File: src/rtl/ca_row_streamer.sv
`default_nettype none
// ============================================================================
// Module      : ca_row_streamer
// Description : Snapshots selected automaton rows and streams them out as
//               valid/ready bytes, with generation count and overrun flag.
// Revision    : 1.0 - initial release
// ============================================================================
module ca_row_streamer #(
  parameter int NUM_CELLS = 32
) (
  input  logic                 clk,
  input  logic                 reset,
  input  logic [NUM_CELLS-1:0] row_in,
  input  logic                 row_valid,
  input  logic [3:0]           decim,
  output logic [7:0]           out_data,
  output logic                 out_valid,
  input  logic                 out_ready,
  output logic                 out_first,
  output logic                 out_last,
  output logic [15:0]          gen_count,
  output logic                 overrun
);

  localparam int NB = NUM_CELLS / 8;
  localparam int IDXW = (NB > 1) ? $clog2(NB) : 1;
  localparam logic [IDXW-1:0] LAST_IDX = IDXW'(NB - 1);

  typedef enum logic [0:0] {
    IDLE = 1'b0,
    SEND = 1'b1
  } state_t;

  state_t               state;
  state_t               state_nxt;
  logic [NUM_CELLS-1:0] shadow;
  logic [IDXW-1:0]      idx;
  logic [IDXW-1:0]      idx_nxt;
  logic [3:0]           dcnt;
  logic                 selected;
  logic                 final_xfer;
  logic                 capture;
  logic                 drop;
  logic [7:0]           shadow_bytes [NB];

  // Byte 0 carries cells 7..0 and is sent first.
  for (genvar b = 0; b < NB; b++) begin : g_bytes
    assign shadow_bytes[b] = shadow[8*b +: 8];
  end

  always_comb begin
    selected   = row_valid && (dcnt == 4'd0);
    final_xfer = (state == SEND) && (idx == LAST_IDX) && out_ready;
    // A row arriving on the final transfer is chained straight in, no gap.
    capture    = selected && ((state == IDLE) || final_xfer);
    drop       = selected && (state == SEND) && !final_xfer;
  end

  always_comb begin
    state_nxt = state;
    idx_nxt   = idx;
    case (state)
      IDLE: begin
        if (capture) begin
          state_nxt = SEND;
          idx_nxt   = '0;
        end
      end
      SEND: begin
        if (capture) begin
          idx_nxt = '0;
        end else if (final_xfer) begin
          state_nxt = IDLE;
          idx_nxt   = '0;
        end else if (out_ready) begin
          idx_nxt = idx + 1'b1;
        end
      end
      default: begin
        state_nxt = IDLE;
        idx_nxt   = '0;
      end
    endcase
  end

  always_comb begin
    out_valid = (state == SEND);
    out_data  = out_valid ? shadow_bytes[idx] : 8'h00;
    out_first = out_valid && (idx == '0);
    out_last  = out_valid && (idx == LAST_IDX);
  end

  always_ff @(posedge clk) begin
    if (reset) begin
      state     <= IDLE;
      idx       <= '0;
      dcnt      <= 4'd0;
      shadow    <= '0;
      gen_count <= 16'd0;
      overrun   <= 1'b0;
    end else begin
      state <= state_nxt;
      idx   <= idx_nxt;
      if (capture) begin
        shadow <= row_in;
      end
      if (row_valid) begin
        gen_count <= gen_count + 16'd1;
        // decim only takes effect when the counter reloads.
        dcnt      <= (dcnt == 4'd0) ? decim : dcnt - 4'd1;
      end
      if (drop) begin
        overrun <= 1'b1;
      end
    end
  end

endmodule
`default_nettype wire

File: config.mk
export PLATFORM = sky130hd
export DESIGN_NAME = ca_row_streamer
export DESIGN_NICKNAME = d
export VERILOG_FILES = /design/src/rtl/ca_row_streamer.sv
export SDC_FILE = /design/constraint.sdc
export NUM_CORES = 1
export LEC_CHECK = 0
export BUFFER_PORTS_ARGS = -buffer_cell sky130_fd_sc_hd__buf_2
export CORE_ASPECT_RATIO = 1.25
export CORE_UTILIZATION = 50
export DETAILED_ROUTE_END_ITERATION = 7
export PLACE_DENSITY = 0.74
export SYNTH_ARGS = -nofsm -noshare
export SYNTH_HDL_FRONTEND = slang
export SYNTH_SLANG_ARGS = --single-unit
export TNS_END_PERCENT = 50
File: constraint.sdc
create_clock -name clk -period 3.3 [get_ports clk]
set_input_delay 0.165 -clock clk [delete_from_list [all_inputs] [get_ports clk]]
set_output_delay 0.165 -clock clk [all_outputs]
set_load 0.1 [all_outputs]
Word level (Yosys, flattened, before mapping)

Cells that the tools add are included.

Bitwise logic cells: 2
Equality and inequality tests: 3
$add $sub $neg: 3
Mux-type cells: 14
$lt $le $gt $ge: 1
Reductions and logical operators: 12

Operators with widths:

| operator                                                           | count |
|---|---|
| 8-bit two-way mux                                                  | 3 |
| 16-bit by 1-bit adder with 16-bit output, second input constant    | 1 |
| 8-bit binary-select mux with 2-bit select                          | 1 |
| 2-bit two-way mux                                                  | 4 |
| 1-bit logical AND                                                  | 7 |
| 4-bit logical NOT                                                  | 1 |
| 4-bit two-way mux                                                  | 1 |
| 4-bit by 2-bit != test with 1-bit output, second input constant    | 1 |
| 2-bit one-hot mux with 2 select lines                              | 1 |
| 4-bit by 1-bit subtractor with 4-bit output, second input constant | 1 |
| 3-bit >= comparator, second input constant                         | 1 |
| 1-bit two-way mux                                                  | 3 |
| 2-bit inverter with 3-bit output                                   | 1 |
| 2-bit by 1-bit adder with 2-bit output, second input constant      | 1 |
| 2-bit == test, second input constant                               | 1 |
| 2-bit logical NOT                                                  | 1 |
| 2-bit != test, second input constant                               | 1 |
| 1-bit one-hot mux with 2 select lines                              | 1 |
| 2-bit AND reduction                                                | 1 |
| 1-bit logical NOT                                                  | 1 |
| 1-bit logical OR                                                   | 1 |
| 1-bit inverter                                                     | 1 |

Flip-flop bits (word level): 56
Output and inout bits: 28
Word-level logic and storage cells: 41

Longest topological paths before layout

Depth in word-level cells: 7
Gate-level depth with buffers: 7

Least setup slack after synthesis

OpenSTA, ideal clock, no wires.

Path kind: register to register
Start: register gen_count[0]
End: register gen_count[14]
Slack: 1,044 ps
Period minus slack after synthesis: 2,256 ps
Library setup time: 121 ps
Path buffers: 0
Cell stages (with the launch flop): 5
Arrival time: 2,135 ps
Cell sequence: dfxtp_1 > ha_1 > nand3_2 > nor4_1 > mux2_2

Cells in the longest elaborated chain, start to end: 1

Ends and longest elaborated chain:

| what                                     | line | source |
|---|---|---|
| start, declared                          | 21   | `output logic [15:0] gen_count,` |
| start signal, assigned                   | 108  | `gen_count <= gen_count + 16'd1;` |
| 16-bit by 1-bit adder with 16-bit output | 108  |  |

No other way between the ends.
A chain may end at the register's enable or synchronous reset.

Worst setup path in the final report

Start: register idx[0]
End: output out_data[2]

Cells in the longest elaborated chain, start to end: 5

Ends and longest elaborated chain:

| what                                                   | line | source |
|---|---|---|
| start, declared                                        | 37   | `logic [IDXW-1:0] idx;` |
| start signal, assigned                                 | 103  | `idx <= idx_nxt;` |
| 2-bit inverter with 3-bit output (not written as such) | 88   | `out_data = out_valid ? shadow_bytes[idx] : 8'h00;` |
| 8-bit binary-select mux with 2-bit select              | 88   |  |
| 8-bit two-way mux (not written as such) (2 in series)  | 88   |  |
| 8-bit two-way mux                                      | 88   |  |
| end, declared                                          | 16   | `output logic [7:0] out_data,` |

No other way between the ends. The select of a mux whose other input is x is not followed.

==> run_results.csv <==
group,metric,value,unit
cts,clk_latency,0.31,ns
power,pwr-share-clk,0.300,
drt,remaining_drc_errors,0,
global_route,global_route_track_usage_on_met2,0.367,
timing,final_setup_violation_count,0,
setup_path,critPathMaxFanout,12,
setup_path,critPathTopFamily,"flip-flops",
placement,gpl.final_weighted_congestion,0.754,
cts,cts.reportedPaths.clkPinSlew,0.10,ns
final_layout,regArea,0.00112,sq mm
drt,first_pass_iters,4,
floorplan,core_area,0.00508,sq mm
floorplan,fp.dieArea,0.00556,sq mm
setup_path,setup.worst_path.start_class,"flop",
global_route,overflow,0,
cts,cts.path.max_buffers,2,
setup_path,timing.critical_path.from,"idx[0]",
global_route,wire_length_of_the_first_global_routing_pass,9560,um
timing,fin_setup_tns,0,ns
setup_path,worst_r2r_startpoint,"idx[0]",
global_route,grt-busiest-layer,"met2",
final_layout,final_core_utilization,0.607,
setup_path,cells_along_the_critical_path,"mux4_2, and2_1, buf_2",
timing,setup_repair_after_global_routing_missed_its_margin,"no",
timing,post-route-period-util,0.674,
cts,cts.hold.buffers_added,0,
power,p_sw,0.000458,W
setup_path,cpMaxStageDelayCell,"dfxtp_1",
hold_path,hp-start,"row_in[2]",
power,power_leakage,1.21,nW
global_route,first_global_vias,2118,
cts,clock-sinks,56,
global_route,grt_antenna_before_repair,0,
global_route,gr_usage_total,0.220,
yosys,ys_warn_count,0,
cts,cts_buffers,5,
setup_path,ff2ff_path_depth,4,
timing,fin_worst_skew,0.00621,ns
yosys,syn-mean-instance-area,8.74,sq um
setup_path,crit_required,3.13,ns
timing,post-route-min-period,2.22,ns
floorplan,design.portCount,68,
cts,cts_tree,"yes",
timing,hold_viol,0,
yosys,synthesis.instances,301,
yosys,synth.cell_area,0.00263,sq mm
floorplan,die_x,66.9,um
drt,route.antenna.remaining_nets,0,
final_layout,multi_input_area,0.00139,sq mm
power,internal_power,0.00105,W
yosys,synth.top_cells.by_area,"dfxtp_1 43%, a21oi_1 8.7%, nand3_1 6.8%",
yosys,synth_seq_area_share,0.426,
drt,detailroute.via_count,2360,
floorplan,die_height,83.1,um
setup_path,rrSetupSlack,1.23,ns
yosys,yosysTopAreaCell,"dfxtp_1",
drt,route.detailed.vias_per_inst,5.69,
floorplan,core.rowCount,29,
status,status,"finished clean",
power,power.ir.vdd_worst,0.000229,V
setup_path,cpPeakStageDelay,0.73,ns
drt,wirelength,5750,um
timing,max_slew.worst_pin.slew,1.07,ns
timing,worst_slew_margin_rel,0.289,
yosys,synth_cell_types,39,
hold_path,worst_hold_path_type,"input port to flop",
cts,cts_root_buffer,"clkbuf_8",
yosys,register_bit_total_from_synthesis,56,
timing,timing_limited_maximum_frequency,0.450,GHz
cts,cts_repair_resize_count,0,
setup_path,worst-path-buf-inv,1,
cts,deepest_level_of_the_cts_h_tree,2,
yosys,netlist.area_leader.share,0.426,
power,comb_power_share,0.196,
hold_path,hold-path-cell-count,3,
yosys,syn-num-nets,345,
global_route,grtUsageMet1,0.276,
global_route,largest_net_degree_at_the_start_of_global_routing,61,
setup_path,timing.critical_path.arrival,2.06,ns
final_layout,fillerInstances,471,
power,proportion_of_power_drawn_by_flip_flops_and_latches,0.504,
placement,numPortBuffers,67,
setup_path,worst_r2r_endpoint,"shadow[9]",
final_layout,post_route_cells_drive_above_1_share,0.266,
floorplan,starting_density_of_the_core,0.518,
drt,wl_per_instance,13.9,um
power,p_sw_frac,0.304,
global_route,grtUsageMet3,0.0536,
power,cellPowerDensity,488,mW/mm^2
final_layout,antenna_cells_inserted,0,
timing,timing_max_transition_violations_final,0,
job,cap_viol_max_count,0,
placement,hpwlAfterDp,3770,um
drt,drt_iter0_markers,149,
hold_path,min_delay_worst_endpoint,"shadow[2]",
setup_path,critPathKind,"flop to output port",
cts,cts.repair_timing.setup_buffer_count,0,
setup_path,critical_path_capture_point_type,"output port",
final_layout,design.final.nets,396,
final_layout,layout-area-overhead-vs-synth,17.2,%
layout by cell type (no fill, tap or decap), types with 2 or more instances in the layout:
cell type	count
mux2i_1	2
nor2b_1	4
o31ai_1	4
or4_1	4
nor4_1	4
buf_4	3
clkbuf_8	5
o211ai_1	3
ha_1	4
or3_1	6
inv_1	8
o21ai_1	3
xor2_1	3
mux2_2	2
a21oi_1	46
mux2_1	2
buf_2	67
dfxtp_1	56
nand2_1	9
nor2_1	12
and2_1	10
nand4_1	4
o21ai_0	32
mux4_2	8
nand3_1	36
through the flow:
step           hold slack [ns]  worst slack (ns)  power [W]  cells  instance area (sq um)
3_5_place_dp             0.422              1.23    0.00107    407                   2970
4_1_cts                 0.0766              1.03    0.00152    415                   3080
3_3_place_gp             0.418              1.28    0.00106    407                   2970
6_report                0.0851              1.08    0.00150    415                   3080
5_1_grt                 0.0745             0.931    0.00158    415                   3080
2_1_floorplan            0.313              1.04   0.000993    301                   2630
state kept, by name (all words and copies together), names as in the netlist:
| name | flops |
|---|---|
| dcnt | 4 |
| gen_count | 16 |
| idx | 2 |
| out_valid | 1 |
| overrun | 1 |
| shadow | 32 |
tightest hold or removal path, delay by kind of cell:
family	cells	cell delay [ns]
buffers and inverters	1	0.09
AND/OR/NAND/NOR	1	0.05
AO/OA/AOI/OAI	1	0.05
how the worst max path moves through the flow:
| stage | end | slack, ns | depth (start not counted) |
|---|---|---|---|
| floorplan | gen_count[14] | 1.04 | 4 |
| global placement | shadow[7] | 1.28 | 4 |
| detailed placement | shadow[6] | 1.23 | 4 |
| CTS | out_data[2] | 1.03 | 3 |
| global route | out_data[2] | 0.93 | 3 |
| finish | out_data[2] | 1.08 | 3 |
logic make-up (layout without fill, tap and decap cells):
kind of cell / Yosys count / count (layout) / share of synthesized area
xor gates and xnor gates: 4 / 4 / 0.0133
and+or+nand+nor: 95 / 95 / 0.200
muxes: 14 / 14 / 0.0932
adders and majority gates: 4 / 4 / 0.0190
buffers and inverters: 34 / 86 / 0.0533
DFF: 56 / 56 / 0.426
AOI/OAI and AO/OA: 94 / 94 / 0.195
cell type report:
type                       count  area share
multi-input combinational    211       0.449
sequential                    56       0.364
timing repair buffer          70       0.116
tap                           62      0.0252
clock buffer                   5      0.0223
clock inverter                 3      0.0138
inverter                       8     0.00974
metal layers:
metal | wire length, um | vias to the layer above
met5 | 0 | -
met4 | 63 | 0
met3 | 384 | 5
met2 | 2780 | 79
met1 | 2520 | 1085
li1 | - | 1191
cells in the mapped netlist, drive strengths merged:
master,count
a2111o,1
a211oi,1
a21bo,1
a21boi,1
a21o,1
a21oi,46
and2,10
buf,9
clkbuf,17
dfxtp,56
ha,4
inv,8
mux2,4
mux2i,2
mux4,8
nand2,9
nand3,37
nand4,5
nand4bb,1
nor2,12
nor2b,4
nor3b,1
nor4,4
nor4bb,1
o211ai,3
o21ai,35
o31ai,4
o41ai,1
or3,6
or4,4
or4b,1
xnor2,1
xor2,3
power groups by stage:
stage | clock network [W] | logic, W | registers (W)
2_1_floorplan | 0 | 0.000203 | 0.000790
5_1_grt | 0.000491 | 0.000322 | 0.000765
4_1_cts | 0.000464 | 0.000296 | 0.000757
6_report | 0.000452 | 0.000295 | 0.000757
3_5_place_dp | 0 | 0.000296 | 0.000773
3_3_place_gp | 0 | 0.000293 | 0.000771
(Power assumes the default switching activity.)
